[src/rtl/varint_field_arbiter_pkg.sv]
// Shared definitions for the varint field arbiter: wire type, key layout and FSM encodings.
package varint_pkg;

  localparam logic [2:0] WIRE_TYPE_VARINT = 3'd0;
  localparam int         KEY_SHIFT        = 3;

  typedef enum logic [2:0] {
    ST_IDLE = 3'b001,
    ST_KEY  = 3'b010,
    ST_VAL  = 3'b100
  } state_t;

  // Protobuf key word: field number above the 3-bit wire type, zero-extended to 32 bits.
  function automatic logic [31:0] make_key(input logic [28:0] field_num);
    return (32'(field_num) << KEY_SHIFT) | 32'(WIRE_TYPE_VARINT);
  endfunction

endpackage

[src/rtl/varint_field_arbiter_rr_arbiter.sv]
// Combinational rotating-priority pick: first requester at or after last+1, wrapping modulo N_REQ.
module rr_arbiter #(
  parameter int N_REQ = 4
) (
  input  logic [N_REQ-1:0]         req,
  input  logic [$clog2(N_REQ)-1:0] last,
  output logic [$clog2(N_REQ)-1:0] gnt_idx,
  output logic                     any_req
);

  localparam int IDX_W = $clog2(N_REQ);

  always_comb begin
    int idx;
    idx     = 0;
    gnt_idx = '0;
    any_req = |req;
    // Walk from the farthest candidate to the nearest so the nearest hit wins.
    for (int k = N_REQ; k >= 1; k--) begin
      idx = int'(last) + k;
      if (idx >= N_REQ) idx = idx - N_REQ;
      if (req[idx]) gnt_idx = IDX_W'(idx);
    end
  end

endmodule

[src/rtl/varint_field_arbiter.sv]
// Round-robin sharing of one varint encoder input FIFO: each grant emits an atomic key/value pair.
module varint_field_arbiter
  import varint_pkg::*;
#(
  parameter int N_REQ   = 4,
  parameter int FIELD_W = 5,
  parameter int CNT_W   = 16
) (
  input  logic                       clk,
  input  logic                       reset,
  input  logic                       enable,
  input  logic [N_REQ-1:0]           req_fifo_empty,
  output logic [N_REQ-1:0]           req_fifo_pop,
  input  logic [N_REQ*32-1:0]        req_data,
  input  logic [N_REQ*FIELD_W-1:0]   req_field_num,
  input  logic                       enc_fifo_full,
  output logic                       enc_fifo_push,
  output logic [31:0]                enc_data,
  output logic                       enc_is_value,
  output logic                       grant_valid,
  output logic [$clog2(N_REQ)-1:0]   grant_id,
  output logic [CNT_W-1:0]           pair_count
);

  localparam int IDX_W = $clog2(N_REQ);

  state_t             state_q, state_d;
  logic [IDX_W-1:0]   grant_id_q, grant_id_d;
  logic [IDX_W-1:0]   last_grant_q, last_grant_d;
  logic [FIELD_W-1:0] field_num_q, field_num_d;
  logic [CNT_W-1:0]   pair_count_q, pair_count_d;

  logic [IDX_W-1:0]   arb_idx;
  logic               arb_any;

  rr_arbiter #(.N_REQ(N_REQ)) u_rr (
    .req     (~req_fifo_empty),
    .last    (last_grant_q),
    .gnt_idx (arb_idx),
    .any_req (arb_any)
  );

  always_comb begin
    state_d       = state_q;
    grant_id_d    = grant_id_q;
    last_grant_d  = last_grant_q;
    field_num_d   = field_num_q;
    pair_count_d  = pair_count_q;
    req_fifo_pop  = '0;
    enc_fifo_push = 1'b0;
    enc_data      = '0;
    enc_is_value  = 1'b0;

    case (state_q)
      ST_IDLE: begin
        if (enable && arb_any) begin
          grant_id_d  = arb_idx;
          field_num_d = req_field_num[int'(arb_idx)*FIELD_W +: FIELD_W];
          state_d     = ST_KEY;
        end
      end
      ST_KEY: begin
        enc_data = make_key(29'(field_num_q));
        if (!enc_fifo_full) begin
          enc_fifo_push = 1'b1;
          state_d       = ST_VAL;
        end
      end
      ST_VAL: begin
        enc_data     = req_data[int'(grant_id_q)*32 +: 32];
        enc_is_value = 1'b1;
        if (!enc_fifo_full) begin
          enc_fifo_push            = 1'b1;
          req_fifo_pop[grant_id_q] = 1'b1;
          last_grant_d             = grant_id_q;
          pair_count_d             = pair_count_q + CNT_W'(1);
          state_d                  = ST_IDLE;
        end
      end
      default: state_d = ST_IDLE;
    endcase

    // A reset cycle must not leak a push or pop from the interrupted pair.
    if (reset) begin
      req_fifo_pop  = '0;
      enc_fifo_push = 1'b0;
      enc_data      = '0;
      enc_is_value  = 1'b0;
    end
  end

  always_ff @(posedge clk) begin
    if (reset) begin
      state_q      <= ST_IDLE;
      grant_id_q   <= '0;
      last_grant_q <= IDX_W'(N_REQ - 1);
      field_num_q  <= '0;
      pair_count_q <= '0;
    end else begin
      state_q      <= state_d;
      grant_id_q   <= grant_id_d;
      last_grant_q <= last_grant_d;
      field_num_q  <= field_num_d;
      pair_count_q <= pair_count_d;
    end
  end

  assign grant_valid = !reset && ((state_q == ST_KEY) || (state_q == ST_VAL));
  assign grant_id    = grant_id_q;
  assign pair_count  = pair_count_q;

endmodule

[config.mk]
export PLATFORM = sky130hd
export DESIGN_NAME = varint_field_arbiter
export DESIGN_NICKNAME = d
export VERILOG_FILES = /design/src/rtl/varint_field_arbiter_pkg.sv /design/src/rtl/varint_field_arbiter_rr_arbiter.sv /design/src/rtl/varint_field_arbiter.sv
export SDC_FILE = /design/constraint.sdc
export NUM_CORES = 1
export LEC_CHECK = 0
export ABC_AREA = 1
export CORE_MARGIN = 2
export CORE_UTILIZATION = 35
export DETAILED_ROUTE_END_ITERATION = 8
export PLACE_DENSITY_LB_ADDON = 0.15
export SETUP_SLACK_MARGIN = 0.3
export SLEW_MARGIN = 10
export SYNTH_ARGS = -nofsm -noshare
export SYNTH_HDL_FRONTEND = slang
export SYNTH_HIERARCHICAL = 1
export SYNTH_SLANG_ARGS = --single-unit
[constraint.sdc]
create_clock -name clk -period 1.9 [get_ports clk]
set_clock_uncertainty 0.1 [all_clocks]
set_input_delay 0.57 -clock clk [delete_from_list [all_inputs] [get_ports clk]]
set_output_delay 0.57 -clock clk [all_outputs]
set_load 0.01 [all_outputs]
==> results.py <==
metrics = {
    "setup_path": {
        "critical_path_buf_inv_count": 2,
        "path_cells": "clkdlybuf4s50_1, o21ai_1, o22ai_2, nand2_1, nand2_1, buf_2",
        "crit_family": "buffers and inverters",
        "cp_max_fo": 1,
        "critPathKind": "input port to output port",
        "worst_setup_path_end_kind": "output port",
        "regToRegSetupSlack_ns": -0.01,
        "r2r_cells": 15,
        "slowest_stage": "clkdlybuf4s50_1",
        "r2r-start": "last_grant_q[0]",
        "path_depth": 6,
        "cp_data_required_time_ns": 1.23,
        "crit_top_cell": "nand2_1",
        "rr_endpoint": "field_num_q[2]",
        "arrival_ns": 1.59,
        "startpoint_type": "input port",
        "max_stage_delay_ns": 0.41,
    },
    "final_layout": {
        "final_nets": 982,
        "register_area_sq_um": 611,
        "final_common_cell": "nor2_1",
        "fillerInstances": 487,
        "layout-drive-gt1-share": 0.419,
        "fin_util": 0.849,
        "area_growth_pct": 136,
        "final_cell_mix": "125 x nor2_1, 81 x clkdlybuf4s50_1, 65 x nand2_1",
        "multi_input_area_sq_mm": 0.00281,
    },
    "clock_network": {
        "h-tree-depth": 1,
        "ctsHoldBuffers": 0,
        "cts_tree": "done",
        "cts-buffers-inserted": 3,
        "clk_latency_ns": 0.27,
        "clk_pin_slew_worst_paths_ns": 0.09,
        "root_buffer": "clkbuf_8",
        "numClockSinks": 28,
        "clockBufferDepth": 2,
    },
    "floorplan": {
        "ios": 213,
        "die_area_sq_mm": 0.00914,
        "core_area_sq_mm": 0.00818,
        "die_x_um": 95.6,
        "rows": 33,
        "start_util": 0.359,
        "die_y_um": 95.6,
    },
    "timing": {
        "final-hold-violation-count": 0,
        "fin_crit_sh": 1.19,
        "whs_ns": 0.373,
        "setup_viol": 40,
        "slew_headroom": 0.818,
        "rsz0062_at_grt": "true",
        "worst_slew_pin_slew_ns": 0.272,
        "period_needed_ns": 2.26,
        "setup_ws_ns": -0.360,
        "fin_tns_setup_ns": -9.91,
        "max_clock_freq_mhz": 442,
        "maxSlewViolCount": 0,
    },
    "grt": {
        "grt_first_pass_wirelength_mm": 21.0,
        "first_global_vias": 4356,
        "grt_use_total": 0.290,
        "grt_max_degree": 23,
        "globalRouteOverflowTotal": 0,
        "antenna_found_initial": 5,
    },
    "drt": {
        "routedWlPerCell_um": 17.9,
        "drt_iter0_drc": 195,
        "drc": 0,
        "top_layer": "met4",
        "wl_met1_mm": 5.91,
        "wl_met3_mm": 1.38,
        "drtPass1Iterations": 4,
        "via_per_inst": 5.42,
        "routed_wl_mm": 16.7,
        "drtAntennaViolNets": 0,
        "route.met2.wl_mm": 8.35,
        "via_count": 5076,
    },
    "min_path": {
        "hp-start": "pair_count[3]",
        "hold_end": "pair_count[3]",
        "holdCritPathClass": "flip-flop to flip-flop",
        "hold_depth": 1,
    },
    "placement": {
        "hpwl_mm": 10.3,
        "dp_slack_ns": -0.988,
        "place_congestion": 0.922,
        "port-buffer-count": 212,
    },
    "pwr": {
        "leakagePower_nw": 3.07,
        "power_mw": 2.45,
        "ir_drop_mv": 0.356,
        "power_density_mw_per_mm2": 352,
    },
    "synthesis": {
        "yosysWarningCount": 6,
        "ys_seq_area_frac": 0.191,
        "syn_nets": 707,
        "syn_avg_cell_area_sq_um": 5.34,
        "ys_ff_latch": 28,
        "yosys.area.top_type": "nor2_1",
        "synth_cells": 550,
        "ys_types": 31,
        "synth_area_sq_mm": 0.00294,
        "yosys-top-cells-area": "nor2_1 22%, dfxtp_1 19%, o21ai_0 13%",
        "synth_top_area_share": 0.218,
    },
    "run_status": {
        "status": "finished, violations left",
        "violations": "negative setup slack",
    },
    "run": {
        "cap_violations": 0,
    },
}
[layout make-up]
| cell class | instances | share of cell area |
|---|---|---|
| antenna | 8 | 0.00288 |
| clock buffer | 3 | 0.00595 |
| inverter | 50 | 0.0404 |
| multi-input combinational | 440 | 0.405 |
| sequential | 28 | 0.0880 |
| tap | 105 | 0.0189 |
| timing repair buffer | 302 | 0.439 |
[power breakdown]
part	internal, mW	leakage (nW)	switching [mW]	total, mW
Clock	0.142	0.0216	0.185	0.327
Combinational	0.749	2.81	0.740	1.49
Sequential	0.600	0.238	0.0289	0.629
Total	1.49	3.07	0.954	2.45
[layer usage]
layer / vias up / global-route usage
li1: 2349 / -
met1: 2346 / 0.341
met2: 285 / 0.514
met3: 96 / 0.0640
met4: 0 / 0.107
met5: - / 0
[state kept, by name (all words and copies together), names as in the netlist]
| signal | cells |
|---|---|
| last_grant_q | 2 |
| field_num_q | 5 |
| pair_count | 16 |
| grant_id | 2 |
| state_q | 3 |
[cells in the mapped netlist]
library cell,instances
nor2_1,171
buf_6,4
nand2_2,7
buf_2,11
o22ai_1,4
xnor2_1,1
buf_1,2
nor4_1,2
nor3_1,5
nor2_4,4
o21ai_2,3
nor2_2,1
clkbuf_1,12
nand2_4,2
nor3_2,1
dfxtp_1,28
a21oi_1,37
o21ai_0,77
inv_4,3
nand3_1,18
ha_1,1
nand2_1,80
buf_4,3
inv_1,44
nand4_1,8
nand3b_1,1
inv_2,3
a21oi_2,1
o21ai_1,9
nand3_4,1
a31oi_1,6
[worst max-delay path by stage]
| stage | start | slack (ns) | end |
|---|---|---|---|
| final | req_data[38] | -0.36 | enc_data[6] |
| after global routing | req_data[38] | -0.41 | enc_data[6] |
| after CTS | grant_id[0] | -0.30 | enc_data[0] |
| after detailed placement | enc_fifo_full | -0.99 | req_fifo_pop[1] |
| after global placement | enc_fifo_full | -0.97 | req_fifo_pop[3] |
| after floorplan | reset | -0.05 | enc_data[11] |
[metrics by stage]
| stage | instances | area (sq um) |
|---|---|---|
| floorplan | 550 | 3360 |
| global placement | 890 | 5880 |
| detailed placement | 890 | 5880 |
| CTS | 914 | 6370 |
| global route | 933 | 6930 |
| finish | 936 | 6940 |
[cell families after synthesis]
kind of cell | count (synthesis) | share of synthesized area
simple gates | 301 | 0.433
buf+inv | 82 | 0.126
fa+ha+maj | 1 | 0.00426
compound gates | 137 | 0.243
flops | 28 | 0.191
xor+xnor | 1 | 0.00298
[timing repair]
item | CTS | global route
setup buffers | 16 | 9
gates resized for setup | 459 | 119
gates cloned | 5 | 5
pin swaps | 105 | 65
endpoints found under the setup margin | 83 | 70
No activity file was read; power rests on OpenSTA's default activity.
==> edit (same settings) <==
Encoding of `state_t`: now binary (2 bits for 3 states).
--- a/src/rtl/varint_field_arbiter_pkg.sv
+++ b/src/rtl/varint_field_arbiter_pkg.sv
@@ -6,6 +6,6 @@
 
-  typedef enum logic [2:0] {
-    ST_IDLE = 3'b001,
-    ST_KEY  = 3'b010,
-    ST_VAL  = 3'b100
+  typedef enum logic [1:0] {
+    ST_IDLE = 2'd0,
+    ST_KEY  = 2'd1,
+    ST_VAL  = 2'd2
   } state_t;
Formal check against the unedited RTL: same outputs for any inputs over 10 cycles, from zero or initial values and one cycle with reset high; not proved beyond that.
==> edit against the unedited design <==
The run still ends with negative setup slack left. Critical endpoint is now enc_data[17]. Cell count decreased by 3.1%. Area after synthesis increased by 0.34%. Routed wire length decreased by 8.3%. Worst setup slack got worse by 22 ps. Synthesized cell count decreased by 2.5%. Clock power increased by 13%. Highest routed layer unchanged. Final area decreased by 3.4%. Total power increased by 54%. Sequential cell count decreased by 1.
==> edit: results (changes against the unedited design) <==
- Status: complete, but fails checks
- Failing checks: negative setup slack
- Filler cell count: 529 (+8.6%)
- Clock transition at path regs: 110 ps (+20 ps)
- Library cells used by synthesis: 32 (+3.2%)
- First-pass GRT wire length: 22,100 um (+5.6%)
- DP Area: 6030 um^2 (+2.4%)
- Final setup fails: 44 (+10%)
- P_clk: 0.000369 W (+13%)
- Hold Crit Start: pair_count[4]
- Cells on worst reg2reg path: 17 (+2)
- Synth Area in Adders: 0.0212 (+0.0170)
- Vias in the first global route: 4,582 (+5.2%)
- Crit-path max FO: 7 (+6)
- Worst setup path end: enc_data[17]
- Non-CTS buffers: 290 (-4.0%)
- DR WL/cell: 16.9 um (-5.3%)
- Syn Nets: 697 (-1.4%)
- Hold EP: pair_count[4]
- FF/Latch Area: 577 um^2 (-5.5%)
- Setup WS post-layout: -383 ps (-22.3 ps)
- Later-pin clock latency in the skew report: 290 ps (+20 ps)
- Synthesized flop and latch total: 27 (-3.6%)
- Routability cong.: 0.885 (-4.0%)
- Share of post-route cells with drive strength above 1: 0.378 (-0.0417)
- Combinational Power Share: 0.724 (+0.115)
- Reg2reg setup slack: -180 ps (-170 ps)
- Placed cells: 874 (-1.8%)
- Initial antenna violation count: 0 (-5)
- Ant diodes: 2 (-6)
- Post-synthesis xor/xnor area fraction: 0.00594 (+0.00296)
- Count of multi-input gates: 429 (-2.5%)
- Syn_area_per_cell: 5.50 um^2 (+3.0%)
- Leak pwr: 2.81 nW (-8.7%)
- Via count: 4,731 (-6.8%)
- Final hold slack: 379 ps (+5.57 ps)
- Hold depth: 2 (+1)
- Synth area leaders: nor2_1, dfxtp_1, o21ai_0
- Total track usage: 0.304 (+0.0132)
- Reg-to-Reg End: field_num_q[1]
- Post-Syn Area: 2950 um^2 (+0.34%)
- Critical Path Source: state_q[0]
- Worst Path Arrival: 1610 ps (+20 ps)
[edit: through the flow]
step                      worst slack, ps  utilization
after floorplan                      14.6            -
after global placement               -961        0.737
after detailed placement             -995        0.737
after CTS                            -389        0.783
after global routing                 -438        0.820
final                                -383        0.820
[edit: critical path: stages, from the launching register on]
cell	delay, ps
dfxtp_2	360
inv_2	60
ha_4	270
nand2_4	60
inv_6	70
nand2_8	90
buf_12	170
a21oi_4	120
buf_6	120
[edit: timing repair]
action,CTS,global route
buffers inserted,11,9
pin swaps,61,25
gates resized for setup,371,82
setup endpoints to repair,83,78
cloned,6,1
[edit: routing by layer]
metal	wire, um	global-route usage	up-vias	part of all wire
met3	1260	0.0713	50	0.082
met2	7790	0.534	200	0.51
met5	0	0	-	0
met1	5770	0.353	2210	0.38
li1	-	-	2271	-
met4	518	0.123	0	0.034
